<file path="src/rtl/mips_ctrl_pkg.sv">
// Shared encodings for the multicycle MIPS control FSM: opcodes, ALUOp codes,
// state encoding and datapath mux selects. Optional memory wait: MC_MEM_WAIT_EN.
package mips_ctrl_pkg;

    localparam logic [5:0] OP_RTYPE = 6'h00;
    localparam logic [5:0] OP_J     = 6'h02;
    localparam logic [5:0] OP_JAL   = 6'h03;
    localparam logic [5:0] OP_BEQ   = 6'h04;
    localparam logic [5:0] OP_BNE   = 6'h05;
    localparam logic [5:0] OP_ADDI  = 6'h08;
    localparam logic [5:0] OP_ANDI  = 6'h0c;
    localparam logic [5:0] OP_ORI   = 6'h0d;
    localparam logic [5:0] OP_LUI   = 6'h0f;
    localparam logic [5:0] OP_LW    = 6'h23;
    localparam logic [5:0] OP_SW    = 6'h2b;

    localparam logic [5:0] FN_JR    = 6'h08;

    localparam logic [2:0] ALUOP_LUI = 3'b000;
    localparam logic [2:0] ALUOP_SUB = 3'b001;
    localparam logic [2:0] ALUOP_ADD = 3'b100;
    localparam logic [2:0] ALUOP_OR  = 3'b101;
    localparam logic [2:0] ALUOP_AND = 3'b110;
    localparam logic [2:0] ALUOP_R   = 3'b111;

    localparam logic [1:0] REGDST_RT   = 2'b00;
    localparam logic [1:0] REGDST_RD   = 2'b01;
    localparam logic [1:0] REGDST_RA   = 2'b10;

    localparam logic [1:0] SRCB_RT     = 2'b00;
    localparam logic [1:0] SRCB_FOUR   = 2'b01;
    localparam logic [1:0] SRCB_IMM    = 2'b10;
    localparam logic [1:0] SRCB_IMM_SH = 2'b11;

    localparam logic [1:0] PCSRC_ALU    = 2'b00;
    localparam logic [1:0] PCSRC_ALUOUT = 2'b01;
    localparam logic [1:0] PCSRC_JUMP   = 2'b10;
    localparam logic [1:0] PCSRC_RS     = 2'b11;

    typedef enum logic [3:0] {
        ST_RST      = 4'd0,
        ST_FETCH    = 4'd1,
        ST_DECODE   = 4'd2,
        ST_MEM_ADDR = 4'd3,
        ST_MEM_RD   = 4'd4,
        ST_MEM_WB   = 4'd5,
        ST_MEM_WR   = 4'd6,
        ST_EXEC_R   = 4'd7,
        ST_EXEC_I   = 4'd8,
        ST_R_WB     = 4'd9,
        ST_I_WB     = 4'd10,
        ST_BRANCH   = 4'd11,
        ST_JUMP     = 4'd12,
        ST_JAL_LINK = 4'd13,
        ST_JR       = 4'd14
    } mc_state_t;

    function automatic logic is_decoded(input logic [5:0] op);
        case (op)
            OP_RTYPE, OP_J, OP_JAL, OP_BEQ, OP_BNE,
            OP_ADDI, OP_ANDI, OP_ORI, OP_LUI, OP_LW, OP_SW: is_decoded = 1'b1;
            default:                                          is_decoded = 1'b0;
        endcase
    endfunction

    function automatic logic [2:0] imm_alu_op(input logic [5:0] op);
        case (op)
            OP_ORI:  imm_alu_op = ALUOP_OR;
            OP_ANDI: imm_alu_op = ALUOP_AND;
            OP_LUI:  imm_alu_op = ALUOP_LUI;
            default: imm_alu_op = ALUOP_ADD;
        endcase
    endfunction

endpackage

</file>
<file path="src/rtl/mc_output_decode.sv">
// Combinational Moore decode of FSM state (plus opcode where needed) to every
// datapath control strobe. MC_MEM_WAIT_EN gates the FETCH PC/IR writes on mem_ready.
module mc_output_decode
    import mips_ctrl_pkg::*;
(
    input  mc_state_t   state,
    input  logic [5:0]  opcode,
    input  logic        mem_ready,
    output logic        PCWrite,
    output logic        PCWriteCondEQ,
    output logic        PCWriteCondNE,
    output logic        IorD,
    output logic        MemRead,
    output logic        MemWrite,
    output logic        IRWrite,
    output logic        RegWrite,
    output logic        MemtoReg,
    output logic [1:0]  RegDst,
    output logic        LinkSel,
    output logic        ALUSrcA,
    output logic [1:0]  ALUSrcB,
    output logic [2:0]  ALUOp,
    output logic [1:0]  PCSource,
    output logic        illegal_op
);

`ifndef MC_MEM_WAIT_EN
    logic unused_mem_ready;
    assign unused_mem_ready = mem_ready;
`endif

    always_comb begin
        PCWrite       = 1'b0;
        PCWriteCondEQ = 1'b0;
        PCWriteCondNE = 1'b0;
        IorD          = 1'b0;
        MemRead       = 1'b0;
        MemWrite      = 1'b0;
        IRWrite       = 1'b0;
        RegWrite      = 1'b0;
        MemtoReg      = 1'b0;
        RegDst        = REGDST_RT;
        LinkSel       = 1'b0;
        ALUSrcA       = 1'b0;
        ALUSrcB       = SRCB_RT;
        ALUOp         = ALUOP_LUI;
        PCSource      = PCSRC_ALU;
        illegal_op    = 1'b0;
        case (state)
            ST_FETCH: begin
                MemRead  = 1'b1;
                ALUSrcB  = SRCB_FOUR;
                ALUOp    = ALUOP_ADD;
`ifdef MC_MEM_WAIT_EN
                // PC and IR load only on the completing cycle so PC+4 happens once
                PCWrite  = mem_ready;
                IRWrite  = mem_ready;
`else
                PCWrite  = 1'b1;
                IRWrite  = 1'b1;
`endif
            end
            ST_DECODE: begin
                ALUSrcB    = SRCB_IMM_SH;
                ALUOp      = ALUOP_ADD;
                illegal_op = ~is_decoded(opcode);
            end
            ST_MEM_ADDR: begin
                ALUSrcA = 1'b1;
                ALUSrcB = SRCB_IMM;
                ALUOp   = ALUOP_ADD;
            end
            ST_MEM_RD: begin
                MemRead = 1'b1;
                IorD    = 1'b1;
            end
            ST_MEM_WB: begin
                RegWrite = 1'b1;
                RegDst   = REGDST_RT;
                MemtoReg = 1'b1;
            end
            ST_MEM_WR: begin
                MemWrite = 1'b1;
                IorD     = 1'b1;
            end
            ST_EXEC_R: begin
                ALUSrcA = 1'b1;
                ALUSrcB = SRCB_RT;
                ALUOp   = ALUOP_R;
            end
            ST_EXEC_I: begin
                ALUSrcA = 1'b1;
                ALUSrcB = SRCB_IMM;
                ALUOp   = imm_alu_op(opcode);
            end
            ST_R_WB: begin
                RegWrite = 1'b1;
                RegDst   = REGDST_RD;
            end
            ST_I_WB: begin
                RegWrite = 1'b1;
                RegDst   = REGDST_RT;
            end
            ST_BRANCH: begin
                ALUSrcA       = 1'b1;
                ALUSrcB       = SRCB_RT;
                ALUOp         = ALUOP_SUB;
                PCSource      = PCSRC_ALUOUT;
                PCWriteCondEQ = (opcode == OP_BEQ);
                PCWriteCondNE = (opcode == OP_BNE);
            end
            ST_JUMP: begin
                PCWrite  = 1'b1;
                PCSource = PCSRC_JUMP;
            end
            ST_JAL_LINK: begin
                RegWrite = 1'b1;
                RegDst   = REGDST_RA;
                LinkSel  = 1'b1;
                PCWrite  = 1'b1;
                PCSource = PCSRC_JUMP;
            end
            ST_JR: begin
                PCWrite  = 1'b1;
                PCSource = PCSRC_RS;
            end
            default: ;
        endcase
    end

endmodule

</file>
<file path="src/rtl/multicycle_control.sv">
// Multicycle MIPS sequencing FSM: state register and next-state logic; outputs
// come from mc_output_decode. MC_MEM_WAIT_EN holds memory states until mem_ready.
module multicycle_control
    import mips_ctrl_pkg::*;
(
    input  logic        clk,
    input  logic        reset,
    input  logic [5:0]  opcode,
    input  logic [5:0]  funct,
    input  logic        mem_ready,
    output logic        PCWrite,
    output logic        PCWriteCondEQ,
    output logic        PCWriteCondNE,
    output logic        IorD,
    output logic        MemRead,
    output logic        MemWrite,
    output logic        IRWrite,
    output logic        RegWrite,
    output logic        MemtoReg,
    output logic [1:0]  RegDst,
    output logic        LinkSel,
    output logic        ALUSrcA,
    output logic [1:0]  ALUSrcB,
    output logic [2:0]  ALUOp,
    output logic [1:0]  PCSource,
    output logic        illegal_op,
    output logic [3:0]  state
);

    mc_state_t state_q, state_d;
    logic      is_store_q;
    logic      mem_done;

`ifdef MC_MEM_WAIT_EN
    assign mem_done = mem_ready;
`else
    assign mem_done = 1'b1;
`endif

    // LW/SW choice is latched in DECODE so MEM_ADDR ignores later opcode changes
    always_ff @(posedge clk or negedge reset) begin
        if (!reset) begin
            state_q    <= ST_RST;
            is_store_q <= 1'b0;
        end else begin
            state_q <= state_d;
            if (state_q == ST_DECODE)
                is_store_q <= (opcode == OP_SW);
        end
    end

    always_comb begin
        state_d = state_q;
        case (state_q)
            ST_RST:      state_d = ST_FETCH;
            ST_FETCH:    state_d = mem_done ? ST_DECODE : ST_FETCH;
            ST_DECODE: begin
                case (opcode)
                    OP_LW, OP_SW:                      state_d = ST_MEM_ADDR;
                    OP_RTYPE:                          state_d = (funct == FN_JR) ? ST_JR : ST_EXEC_R;
                    OP_ADDI, OP_ORI, OP_ANDI, OP_LUI:  state_d = ST_EXEC_I;
                    OP_BEQ, OP_BNE:                    state_d = ST_BRANCH;
                    OP_J:                              state_d = ST_JUMP;
                    OP_JAL:                            state_d = ST_JAL_LINK;
                    default:                           state_d = ST_FETCH;
                endcase
            end
            ST_MEM_ADDR: state_d = is_store_q ? ST_MEM_WR : ST_MEM_RD;
            ST_MEM_RD:   state_d = mem_done ? ST_MEM_WB : ST_MEM_RD;
            ST_MEM_WR:   state_d = mem_done ? ST_FETCH  : ST_MEM_WR;
            ST_EXEC_R:   state_d = ST_R_WB;
            ST_EXEC_I:   state_d = ST_I_WB;
            ST_MEM_WB, ST_R_WB, ST_I_WB, ST_BRANCH,
            ST_JUMP, ST_JAL_LINK, ST_JR: state_d = ST_FETCH;
            default:     state_d = ST_RST;
        endcase
    end

    assign state = state_q;

    mc_output_decode u_decode (
        .state         (state_q),
        .opcode        (opcode),
        .mem_ready     (mem_ready),
        .PCWrite       (PCWrite),
        .PCWriteCondEQ (PCWriteCondEQ),
        .PCWriteCondNE (PCWriteCondNE),
        .IorD          (IorD),
        .MemRead       (MemRead),
        .MemWrite      (MemWrite),
        .IRWrite       (IRWrite),
        .RegWrite      (RegWrite),
        .MemtoReg      (MemtoReg),
        .RegDst        (RegDst),
        .LinkSel       (LinkSel),
        .ALUSrcA       (ALUSrcA),
        .ALUSrcB       (ALUSrcB),
        .ALUOp         (ALUOp),
        .PCSource      (PCSource),
        .illegal_op    (illegal_op)
    );

endmodule

</file>
<file path="config.mk">
export PLATFORM = sky130hd
export DESIGN_NAME = multicycle_control
export DESIGN_NICKNAME = d
export VERILOG_FILES = /design/src/rtl/mips_ctrl_pkg.sv /design/src/rtl/mc_output_decode.sv /design/src/rtl/multicycle_control.sv
export SDC_FILE = /design/constraint.sdc
export NUM_CORES = 1
export LEC_CHECK = 0
export ABC_AREA = 1
export BUFFER_PORTS_ARGS = -buffer_cell sky130_fd_sc_hd__buf_2
export CAP_MARGIN = 40
export CORE_MARGIN = 2
export CORE_UTILIZATION = 27
export DETAILED_ROUTE_END_ITERATION = 7
export PLACE_DENSITY = 0.6
export SYNTH_ARGS = -nofsm -noshare
export SYNTH_HDL_FRONTEND = slang
export SYNTH_HIERARCHICAL = 1
export SYNTH_SLANG_ARGS = --single-unit
</file>
<file path="constraint.sdc">
create_clock -name clk -period 1.25 [get_ports clk]
set_input_delay 0.0625 -clock clk [delete_from_list [all_inputs] [get_ports clk]]
set_output_delay 0.0625 -clock clk [all_outputs]
set_load 0.02 [all_outputs]
</file>
# Word-level counts from Yosys, hierarchy flattened
# Index checks and enable logic that the tools add are counted.
# word_totals
reg_bits	5
in_bits	15
out_inout_bits	25
word_cells	66
# op_classes
eq_ne	25
muxes	23
bitwise_logic	1
reduce_logical	15
# ops
cell	n
$eq 6x4->1 const B	5
$eq 4x4->1 const B	7
$pmux 4 s7	1
$pmux 4 s6	1
$eq 4x3->1 const B	4
$reduce_or 4->1	4
$mux 1	14
$eq 6x2->1 const B	2
$eq 6x3->1 const B	2
$eq 6x6->1 const B	2
$pmux 2 s3	2
$pmux 3 s4	1
$reduce_or 2->1	6
$reduce_or 11->1	1
$pmux 3 s3	1
$reduce_or 9->1	1
$eq 4x2->1 const B	2
$logic_not 6->1	1
$eq 4x1->1 const B	1
$logic_not 4->1	1
$mux 4	1
$pmux 2 s2	1
$reduce_or 3->1	1
$mux 2	1
$not 1->1	1

# Logic depth before layout (Yosys ltp)
# Gate-level depths: netlist (run 1).
# logic_depth
word_depth	6
mapped_depth	10
mapped_depth_nobuf	10

# By module
# Netlist (run 1), hierarchy kept.
# by_module_without_submodules
module	instances	cells_per_inst	area_each_um2	seq_area_each_um2
multicycle_control	1	77	452.9	125.1
mc_output_decode	1	71	310.3	0.0

# Least setup slack after synthesis (run 1)
# Ideal clock, no wire load.
# synth_path
path_kind	register -> output
from	register state_q[0], in the netlist state[0]
to	output port RegDst[1]
arrival_ns	1.366
required_time_ns	1.188
path_slack_ns	-0.178
stages_incl_launch_ff	4
cell_sequence	dfrtp_1 > nand2_1 > nor2_1 > buf_4
# synth_via
elab_chain_cells	2
# synth_lines
element	line_no	source
start: declaration	multicycle_control.sv:30	mc_state_t state_q, state_d;
start signal: assignment	multicycle_control.sv:46	state_q <= state_d;
$eq 4x4->1	mc_output_decode.sv:49	case (state)
$pmux 2 s2 *	mc_output_decode.sv:49	
end: declaration	multicycle_control.sv:20	output logic [1:0] RegDst,
# Every way passes the cells marked *; elsewhere a longest branch is shown, timed or not.

# Worst setup path after layout (run 1)
# layout_path
from	register state_q[3], in the netlist state[3]
to	output port illegal_op
# layout_via
elab_chain_cells	2
# layout_lines
element	line_no	source
$eq 4x2->1	mc_output_decode.sv:49	
$mux 1	mc_output_decode.sv:49	
end: declaration	multicycle_control.sv:26	output logic illegal_op,
# Every way passes these cells.

==> flow_metrics.tcl, run 1 <==
set metrics [dict create \
    layoutNonFillerInstCount 243 \
    r2r_start "state[3]$_DFF_PN0_" \
    fmax_mhz 697.5 \
    grt_pass1_wl_mm 3.981 \
    rr_endpoint "is_store_q$_DFFE_PN0P_" \
    fillers 273 \
    maxCapViolations 0 \
    final_common_cell "nand2_1" \
    vias 1125 \
    yosysSeqAreaShare_pct 16.39 \
    drc 0 \
    area_delta_synth_final_pct 88.03 \
    layout_common_cells "nand2_1 (33), buf_4 (26), inv_1 (20)" \
    grt_max_degree 10 \
    cellLeakagePower_nw 0.7792 \
    crit_slowest_cell "dfrtp_2" \
    dp_cells 226 \
    min_period_ns 1.434 \
    grt_setup_unrepaired "yes" \
    worstPathRequired_ns 1.19 \
    slew_headroom_pct 80.12 \
    clk_path_buf_depth 2 \
    wl_mm 2.472 \
    rrSetupSlack_ns -0.05 \
    syn_avg_cell_area_um2 5.157 \
    first_pass_iters 4 \
    crit_buf_inv 3 \
    cp_data_arrival_time_ns 1.37 \
    cts_tree "yes" \
    die_x_um 57.17 \
    final_core_util_pct 52.95 \
    grt_usage_pct 14.64 \
    grt_use_met2_pct 25.29 \
    clk_latency_ns 0.24 \
    dp_slack_ns 0.01813 \
    min_path_type "input pin to async pin" \
    synth_nets 163 \
    crit_path_start_kind "flip-flop" \
    synthesis.area_um2 763.2 \
    drt_iter0_drc 22 \
    busiest_layer "met2" \
    regArea_um2 128.9 \
    cpMostUsedCell "nor2_1" \
    final_layout_size_suffix_gt1_share_pct 49.06 \
    cpLargestDelayFamily "flip-flops" \
    portBuffers 38 \
    ant_nets 0 \
    path_cells "nor2_1 -> buf_4 -> inv_2 -> nor2_1 -> nand2_1 -> nor2_2 -> buf_6" \
    outcome "finished, violations left" \
    maxSlewViolCount 0 \
    core_um2 2710 \
    ys_ff_latch 5 \
    power.density_nw_per_um2 2009 \
    multi_input_area_um2 636.9 \
    yosys_warnings 6 \
    cts-root-buf "clkbuf_4" \
    grt_pass1_vias 986 \
    worstSetupPathType "flip-flop to primary output" \
    num_io_pins 40 \
    synthCells 148 \
    antenna_found_initial 0 \
    wl_per_cell_um 10.17 \
    hpwl_mm 1.730 \
    period_share_pct 114.7 \
    worst_r2r_path_depth 6 \
    finalSetupViolCount 24 \
    crit_fanout 5 \
    gr-total-overflow 0 \
    via_per_inst 4.630 \
    finalHoldViolations 0 \
    gr-usage-met3_pct 2.721 \
    tightestPinTransition_ns 0.2971 \
    yosysUniqueCellTypes 19 \
    worstSetupEndpointType "primary output" \
    layout.nets 228 \
    clk_pin_slew_ns 0.04 \
    cts-htree-levels 1 \
    fp.dieH_um 57.17 \
    use_met1_pct 19.25 \
    clkSinkCount 5 \
    cts_made_buffers 3 \
    initial_utilization_pct 28.16 \
    max_stage_delay_ns 0.43 \
    row_count 19 \
    fin_ws_ns -0.1837 \
    routabilityCongestion 0.8019 \
    diodes 0 \
    die_area_um2 3268 \
    skew_ns 0.0007011 \
    peakVddDrop_uv 1980 \
    violations "negative setup slack" \
]
flip-flops by register name, summed over array words and instances (netlist names):
| register | flops |
|---|---|
| is_store_q | 1 |
| state | 4 |
what timing repair did:
item	4_1_cts	5_1_grt
pin swaps	14	9
gates resized for setup	62	18
hold buffers	1	0
cloned	0	0
setup endpoints to repair	21	26
setup buffers	11	1
endpoints found under the hold margin	5	0
power by group:
group          internal (mW)  switching (mW)
Clock                  0.120          0.0608
Sequential             0.226          0.0788
Combinational           1.05            1.34
Total                   1.40            1.48
layout make-up:
type	instances	share of cell area [%]
Clock buffer	4	1.831
Sequential cell	5	8.980
Tap cell	31	2.703
Inverter	29	7.934
Multi-Input combinational cell	113	44.38
Timing Repair Buffer	61	34.18
worst max-delay path by stage:
stage	endpoint	start	cells past startpoint	slack, ns
after floorplan	RegDst[1]	state[3]$_DFF_PN0_	3	-0.02
after detailed placement	state[0]$_DFF_PN0_	state[1]$_DFF_PN0_	6	0.02
after CTS	ALUSrcB[1]	state[3]$_DFF_PN0_	6	-0.14
after global placement	ALUOp[2]	state[3]$_DFF_PN0_	7	0.03
after global routing	illegal_op	state[3]$_DFF_PN0_	7	-0.26
final	illegal_op	state[3]$_DFF_PN0_	7	-0.18
Yosys cell counts:
master,n,area [um2]
a21oi_1,3,15.01
or2_1,1,6.260
buf_4,1,7.510
nor3_1,1,5.000
nand3_1,16,80.08
nand2_2,1,6.260
o21ai_0,10,50.05
o211ai_1,1,7.510
nand3_2,1,10.01
dfrtp_1,5,125.1
nand4_1,4,25.02
nor2_2,3,18.77
o21ai_2,2,17.52
inv_1,27,101.4
o22ai_1,2,12.51
nand2_1,40,150.1
inv_2,2,7.510
nor3_4,1,16.27
nor2_1,27,101.4
kinds of logic (layout without fill, tap and decap cells):
kind of cell | after synthesis | in the layout | synth area share [%]
AND/OR/NAND/NOR | 95 | 95 | 54.92
buffers and inverters | 30 | 94 | 15.25
AO/OA/AOI/OAI | 18 | 18 | 13.44
flip-flops | 5 | 5 | 16.39
stage by stage:
step | setup TNS, ns | hold WS, ns | cell area, um2 | total power [mW]
floorplan | -0.02029 | -0.2331 | 769.5 | 1.314
global placement | 0 | -0.1197 | 1066 | 1.911
detailed placement | 0 | -0.1211 | 1066 | 1.919
CTS | -1.596 | 0.1542 | 1374 | 2.721
global route | -4.043 | 0.1650 | 1435 | 3.089
finish | -2.124 | 0.1618 | 1435 | 2.883
layer usage:
layer	vias up	part of all wire (%)
met3	2	4.6
met1	499	44
met2	28	51
li1	596	-
met4	0	0.85
met5	-	0
(Power assumes the default switching activity.)
==> run 2: changes to the inputs <==
Settings changed: CELL_PAD_IN_SITES_DETAIL_PLACEMENT set to 0, CELL_PAD_IN_SITES_GLOBAL_PLACEMENT set to 1, PLACE_DENSITY 0.6 to 0.85, RECOVER_POWER set to 50.
==> flow_metrics.tcl, run 2 (synthesis results as in run 1) <==
set metrics [dict create \
    fin_ws_ns -0.1736 \
    hpwl_mm 1.743 \
    grt_max_degree 10 \
    period_share_pct 113.9 \
    maxSlewViolCount 0 \
    worstHoldPathCells 3 \
    power.density_nw_per_um2 2072 \
    final_common_cell "nand2_1" \
    finalSetupViolCount 26 \
    slew_headroom_pct 80.42 \
    num_io_pins 40 \
    cpLargestDelayFamily "flip-flops" \
    fp.dieH_um 57.17 \
    crit_slowest_cell "dfrtp_2" \
    final_core_util_pct 53.05 \
    whs_ns 0.1635 \
    diodes 0 \
    cp_data_arrival_time_ns 1.36 \
    area_delta_synth_final_pct 88.36 \
    finalHoldViolations 0 \
    largest_register_ffs 4 \
    worstSetupEndpointType "primary output" \
    dp_slack_ns -0.005542 \
    ant_nets 0 \
    wl_per_cell_um 10.23 \
    wl_mm 2.507 \
    antenna_found_initial 0 \
    clkSinkCount 5 \
    crit_buf_inv 3 \
    crit_path_start_kind "flip-flop" \
    row_count 19 \
    cpMostUsedCell "buf_4" \
    peakVddDrop_uv 1771 \
    worstPathRequired_ns 1.19 \
    tightestPinTransition_ns 0.2927 \
    outcome "finished, violations left" \
    grt_setup_unrepaired "yes" \
    cts_tree "yes" \
    core_um2 2710 \
    drt_iter0_drc 17 \
    max_stage_delay_ns 0.45 \
    skew_ns 0.002679 \
    worst_r2r_path_depth 6 \
    cts-root-buf "clkbuf_4" \
    maxCapViolations 0 \
    clk_path_buf_depth 2 \
    finalInstanceArea_um2 1438 \
    worstSetupPathType "flip-flop to primary output" \
    initial_utilization_pct 28.16 \
    grt_usage_pct 14.03 \
    p_total_mw 2.978 \
    die_area_um2 3268 \
    clk_pin_slew_ns 0.04 \
    cellLeakagePower_nw 0.7952 \
    crit_cells 6 \
    min_path_type "input pin to flip-flop" \
    crit_fanout 6 \
    dp_cells 225 \
    die_x_um 57.17 \
    first_pass_iters 4 \
    portBuffers 38 \
    layoutNonFillerInstCount 245 \
    cts-htree-levels 1 \
    vias 1109 \
    cts_made_buffers 3 \
    violations "negative setup slack" \
    via_per_inst 4.527 \
    grt_pass1_vias 973 \
    clk_latency_ns 0.24 \
    gr-total-overflow 0 \
    drc 0 \
    final_layout_size_suffix_gt1_share_pct 50.47 \
    postPlaceCellArea_um2 1059 \
    fmax_mhz 702.4 \
    layout.nets 230 \
    layout_common_cells "nand2_1 (31), buf_4 (26), inv_1 (20)" \
    routabilityCongestion 0.7704 \
    min_period_ns 1.424 \
    grt_pass1_wl_mm 3.801 \
    path_cells "buf_4 -> nand2_2 -> inv_1 -> nand2_1 -> a21oi_1 -> buf_4" \
    setup_tns_ns -2.148 \
]
[run 2: worst reg2reg max path: cells and delay by family, from the launching register on]
kind,cells,cell delay [ns]
buf+inv,3,0.36
simple gates,2,0.37
compound gates,1,0.10
flops,1,0.45
[run 2: power by group]
group / switching (mW) / internal [mW] / total (mW)
Sequential: 0.0977 / 0.226 / 0.324
Clock: 0.0594 / 0.120 / 0.180
Combinational: 1.32 / 1.15 / 2.47
[run 2: worst paths after layout]
check,endpoint,start,slack [ns]
worst max register to register,is_store_q$_DFFE_PN0P_,state[0]$_DFF_PN0_,-0.12
max in group asynchronous,state[3]$_DFF_PN0_,reset,0.81
worst max-delay path,RegWrite,state[1]$_DFF_PN0_,-0.17
worst min register to register,state[1]$_DFF_PN0_,is_store_q$_DFFE_PN0P_,0.50
worst min-delay path,is_store_q$_DFFE_PN0P_,opcode[3],0.16
min in group asynchronous,is_store_q$_DFFE_PN0P_,reset,0.21
[run 2: metal layers]
| metal | routed length (um) | vias to the layer above | track usage, % |
|---|---|---|---|
| met5 | 0 | - | 0 |
| met1 | 1020 | 486 | 17.15 |
| met3 | 92 | 0 | 1.587 |
| met4 | 0 | 0 | 3.987 |
| met2 | 1395 | 27 | 25.78 |
| li1 | - | 596 | - |
[run 2: final cells by class]
class / instances / area (um2)
inverters: 29 / 116.4
flip-flops and latches: 5 / 128.9
well taps: 31 / 38.79
fillers: 279 / 1272
repair buffers: 63 / 505.5
clock buffers: 4 / 26.28
multi-input cells: 113 / 621.8
[run 2: repair_timing]
item | in CTS | in global routing
pin swaps | 9 | 14
setup endpoints to repair | 21 | 26
hold buffers | 1 | 0
gates resized for setup | 44 | 36
endpoints found under the hold margin | 5 | 0
setup buffers | 8 | 7
